**config.mk**
```make
export PLATFORM = sky130hd
export DESIGN_NAME = deserializer
export DESIGN_NICKNAME = d
export VERILOG_FILES = /design/src/rtl/deserializer.sv
export SDC_FILE = /design/constraint.sdc
export NUM_CORES = 1
export LEC_CHECK = 0
export ABC_AREA = 1
export BUFFER_PORTS_ARGS = -buffer_cell sky130_fd_sc_hd__buf_2
export CAP_MARGIN = 20
export CORE_ASPECT_RATIO = 0.9
export CORE_UTILIZATION = 25
export CTS_BUF_LIST = sky130_fd_sc_hd__clkbuf_16
export CTS_CLUSTER_DIAMETER = 120
export DETAILED_ROUTE_END_ITERATION = 8
export GPL_TIMING_DRIVEN = 0
export PLACE_DENSITY = 0.45
export SLEW_MARGIN = 20
export SYNTH_ARGS = -nofsm -noshare
export SYNTH_HDL_FRONTEND = slang
export SYNTH_SLANG_ARGS = --single-unit
export TNS_END_PERCENT = 100
```
**constraint.sdc**
```tcl
create_clock -name clk -period 2.4 [get_ports clk]
set_clock_uncertainty 0.2 [all_clocks]
set_input_delay 0.48 -clock clk [delete_from_list [all_inputs] [get_ports clk]]
set_output_delay 0.48 -clock clk [all_outputs]
set_load 0.1 [all_outputs]
```
**src/rtl/deserializer.sv**
```systemverilog
// Receive side of the framed serial link.
// Frame: start bit (0), WIDTH data bits, stop bit (1), one bit per clk.
// Each good word is placed in a one-entry holding register that the consumer
// drains with read_enable. Framing errors and overruns are reported as
// one-cycle pulses.
module deserializer #(
  parameter int WIDTH     = 32,
  parameter bit MSB_FIRST = 1'b0
) (
  input  logic             clk,
  input  logic             reset,
  input  logic             serial_data_in,
  input  logic             read_enable,
  output logic [WIDTH-1:0] data_out,
  output logic             data_valid,
  output logic             busy,
  output logic             frame_error,
  output logic             overrun
);

  localparam int CNT_W = (WIDTH > 2) ? $clog2(WIDTH) : 1;
  localparam logic [CNT_W-1:0] LAST_BIT = CNT_W'(WIDTH - 1);

  typedef enum logic [1:0] {
    IDLE = 2'd0,
    DATA = 2'd1,
    STOP = 2'd2
  } state_t;

  state_t           state_reg;
  logic [CNT_W-1:0] bit_cnt_reg;
  logic [WIDTH-1:0] shift_reg;
  logic [WIDTH-1:0] shift_next;

  // The first data bit ends up in bit 0 (LSB first) or in bit WIDTH-1 (MSB first).
  generate
    if (MSB_FIRST) begin : g_msb_first
      assign shift_next = {shift_reg[WIDTH-2:0], serial_data_in};
    end else begin : g_lsb_first
      assign shift_next = {serial_data_in, shift_reg[WIDTH-1:1]};
    end
  endgenerate

  // Frame FSM, shift register, holding register and status pulses.
  always_ff @(posedge clk or negedge reset) begin
    if (!reset) begin
      state_reg   <= IDLE;
      bit_cnt_reg <= '0;
      shift_reg   <= '0;
      data_out    <= '0;
      data_valid  <= 1'b0;
      busy        <= 1'b0;
      frame_error <= 1'b0;
      overrun     <= 1'b0;
    end else begin
      // Pulses last a single cycle unless re-raised below.
      frame_error <= 1'b0;
      overrun     <= 1'b0;

      // Consumer drains the holding register; a load in STOP overrides this.
      if (read_enable && data_valid) begin
        data_valid <= 1'b0;
      end

      case (state_reg)
        IDLE: begin
          if (!serial_data_in) begin
            state_reg   <= DATA;
            bit_cnt_reg <= '0;
            busy        <= 1'b1;
          end
        end

        DATA: begin
          shift_reg <= shift_next;
          if (bit_cnt_reg == LAST_BIT) begin
            state_reg <= STOP;
          end else begin
            bit_cnt_reg <= bit_cnt_reg + CNT_W'(1);
          end
        end

        STOP: begin
          // Always back to IDLE: a low stop bit is never reused as a start bit.
          state_reg <= IDLE;
          busy      <= 1'b0;
          if (serial_data_in) begin
            if (!data_valid || read_enable) begin
              data_out   <= shift_reg;
              data_valid <= 1'b1;
            end else begin
              overrun <= 1'b1;
            end
          end else begin
            frame_error <= 1'b1;
          end
        end

        default: begin
          state_reg <= IDLE;
          busy      <= 1'b0;
        end
      endcase
    end
  end

endmodule

```
==> summary.txt <==
Run status
  • Status: completed

Final layout
  • Layout Nets: 374
  • Fin area: 3640 um2
  • ANT cells: 0
  • Area Growth Syn to Fin: 25.2%
  • Final Non-Filler Cells: 525
  • Share of cells above drive strength 1: 0.196

Placement
  • Routability congestion estimate: 0.685
  • Placed cell areas: 3330 um2
  • Port buffer count: 39
  • Hpwl dp: 4.19 mm
  • DP Worst Slack: 655 ps
  • Placed insts: 508

Worst setup path
  • Beginning of the critical path: data_out[31]
  • Worst-path maximum fanout: 2
  • CP max stage cell: buf_2
  • Critical Path RT: 1720 ps
  • R2R Path Start: bit_cnt_reg[0]
  • Setup CP Type: flop to output port
  • Slowest cell delay on critical path: 440 ps
  • Reg2reg setup slack: 650 ps
  • Crit-path cells: buf_2
  • Worst setup path end: data_out[31]
  • CP Depth: 1
  • Worst Path Arrival: 1140 ps
  • R2R Path End: bit_cnt_reg[0]
  • Delay-heaviest family, CP: buffers and inverters
  • R2R depth: 8
  • Startpoint Class: flop
  • Crit path capture type: output port
  • Crit path buffers/inverters: 1

Clock tree
  • Clock transition at path regs: 50 ps
  • Skew-Pair Late Insertion Delay: 320 ps
  • PostCTS Resize Cnt: 0
  • CTS tree: built
  • H-tree levels: 3
  • Clock Tree Root: clkbuf_16
  • Clk sink count: 75
  • Setup Buffers After CTS: 0
  • CTS Buf Count: 9
  • CTS max path bufs: 2

Power and ir drop
  • Peak VDD IR: 355 uV
  • LEAKAGE: 1.98 nW
  • Tot Pwr: 0.00402 W
  • PwrDens: 1100 nW/um2

Routing
  • Wire per inst: 11.8 um
  • Iteration-0 DRC Markers: 102
  • DRC violations left: 0
  • Final WL: 6.19 mm
  • Vias: 2130
  • Routed Antenna Nets: 0
  • Drt pass-1 iters: 4
  • Vias per cell: 4.06

Timing
  • Post-route setup slack: 579 ps
  • Post-layout minimum cycle time: 1820 ps
  • Final setup TNS: 0 ps
  • Fmax: 0.549 GHz
  • RSZ-0062 raised after global routing: no
  • Final Hold Violating Endpoints: 0
  • Slew Limit Fails: 0
  • Fin crit share: 0.759
  • Slew margin rel.: 0.674
  • Final setup fails: 0
  • Worst slew pin tran: 493 ps

Yosys
  • Synthesized area per cell: 9.21 um2
  • Syn Nets: 322
  • Sequential fraction of the synthesis area: 0.645
  • Leading area contributor after synthesis: dfrtp_1
  • Post-Synth XOR/XNOR Area: 0
  • Simple-gate share of the synthesized area: 0.230
  • Mux cell area share after synthesis: 0
  • Cells after Synth: 316
  • Post-synthesis compound-gate area fraction: 0.0550
  • Seq cells post-synth: 75
  • Syn. warnings: 0
  • Main combinational cell family by area after synthesis: simple AND/OR/NAND/NOR gates
  • Dominant cells by area after synthesis: dfrtp_1 64%, nand2_1 20%, o21ai_0 5.5%, inv_1 2.8%, buf_6 1.2%
  • Mapped Area: 2910 um2
  • Post-synthesis adder-cell area fraction: 0.00860
  • Netlist cell types: 18
  • Synth top area share: 0.645

Floorplan
  • I/O pin cnt: 40
  • Chip Height: 104 um
  • Initial Util: 0.263
  • Core Region: 11100 um2
  • Die Area: 12100 um2
  • Row count: 36
  • Die X: 116 um

Global route
  • Largest net degree at the start of global routing: 51
  • Vias in the first global route: 2170
  • First-pass GRT wire length: 10.6 mm
  • GRT Residual Overflow: 0
  • Total GRT Usage: 0.116
  • Initial antenna violation count: 0

Min path
  • Hold Crit Class: input pin to flop

Job
  • Maxcap violations: 0
logic make-up (layout without fill, tap and decap cells):
logic type,after synthesis,in the layout
AND/OR/NAND/NOR,170,170
flip-flops,75,75
buffers and inverters,37,94
AO/OA/AOI/OAI,32,32
adder cells (fa/ha/maj),2,2
cell type report:
class | count | area, um2
buffer | 12 | 86.3
clock buffer | 9 | 225
clock inverter | 7 | 83.8
fill | 1197 | 7440
inverter | 25 | 93.8
multi-input combinational | 204 | 853
sequential | 75 | 1880
tap | 152 | 190
timing repair buffer | 41 | 235
per-stage QoR:
step / hold slack [ps] / util
finish: 211 / 0.329
global route: 205 / 0.329
CTS: 201 / 0.329
detailed placement: 220 / 0.300
global placement: 249 / 0.297
floorplan: -15.6 / -
power by group:
group / leakage [nW] / total (W) / switching (W) / internal, W
logic: 0.844 / 0.000863 / 0.000619 / 0.000244
clock network: 0.152 / 0.00139 / 0.000497 / 0.000897
registers: 0.986 / 0.00176 / 0.000200 / 0.00156
total: 1.98 / 0.00402 / 0.00132 / 0.00271
worst min path at each step:
stage | start | endpoint | slack [ps] | depth (start not counted)
6_report | serial_data_in | frame_error | 210 | 2
5_1_grt | serial_data_in | frame_error | 210 | 2
4_1_cts | serial_data_in | frame_error | 200 | 2
3_5_place_dp | reset | data_out[11] | 220 | 1
3_3_place_gp | data_out[16] | data_out[16] | 250 | 2
2_1_floorplan | reset | bit_cnt_reg[0] | -20 | 0
layer usage:
layer / global-route usage / routed length (um) / part of all wire / vias up
met5: 0 / 0 / 0 / -
li1: - / - / - / 1072
met4: 0.0440 / 86 / 0.014 / 0
met2: 0.171 / 2740 / 0.44 / 39
met1: 0.157 / 3080 / 0.50 / 1012
met3: 0.0355 / 285 / 0.046 / 7
layout by cell type, fill, tap and decap left out, types with 2 or more instances in the layout:
master / instances
buf_2: 43
inv_2: 3
nor2_1: 6
nand2_1: 153
buf_6: 3
ha_1: 2
clkinv_1: 2
bufinv_16: 2
dfrtp_1: 75
clkbuf_16: 9
nand3_1: 4
o21ai_0: 32
nand2_2: 2
inv_1: 23
buf_4: 4
cells in the mapped netlist:
cell,instances
buf_6,3
nor2_4,1
nand3_2,1
nor2_1,6
dfrtp_1,75
nand2_1,153
nand4_1,1
nor2_2,1
clkbuf_2,1
nand2_2,2
inv_1,22
o21ai_0,32
nand3_1,4
ha_1,2
buf_4,3
nor3_1,1
inv_2,3
buf_2,5
timing repair:
| item | 4_1_cts | 5_1_grt |
|---|---|---|
| endpoints found under the hold margin | 25 | 0 |
| hold buffers | 1 | 0 |
| endpoints found under the setup margin | 0 | 0 |
(Power assumes the default switching activity.)
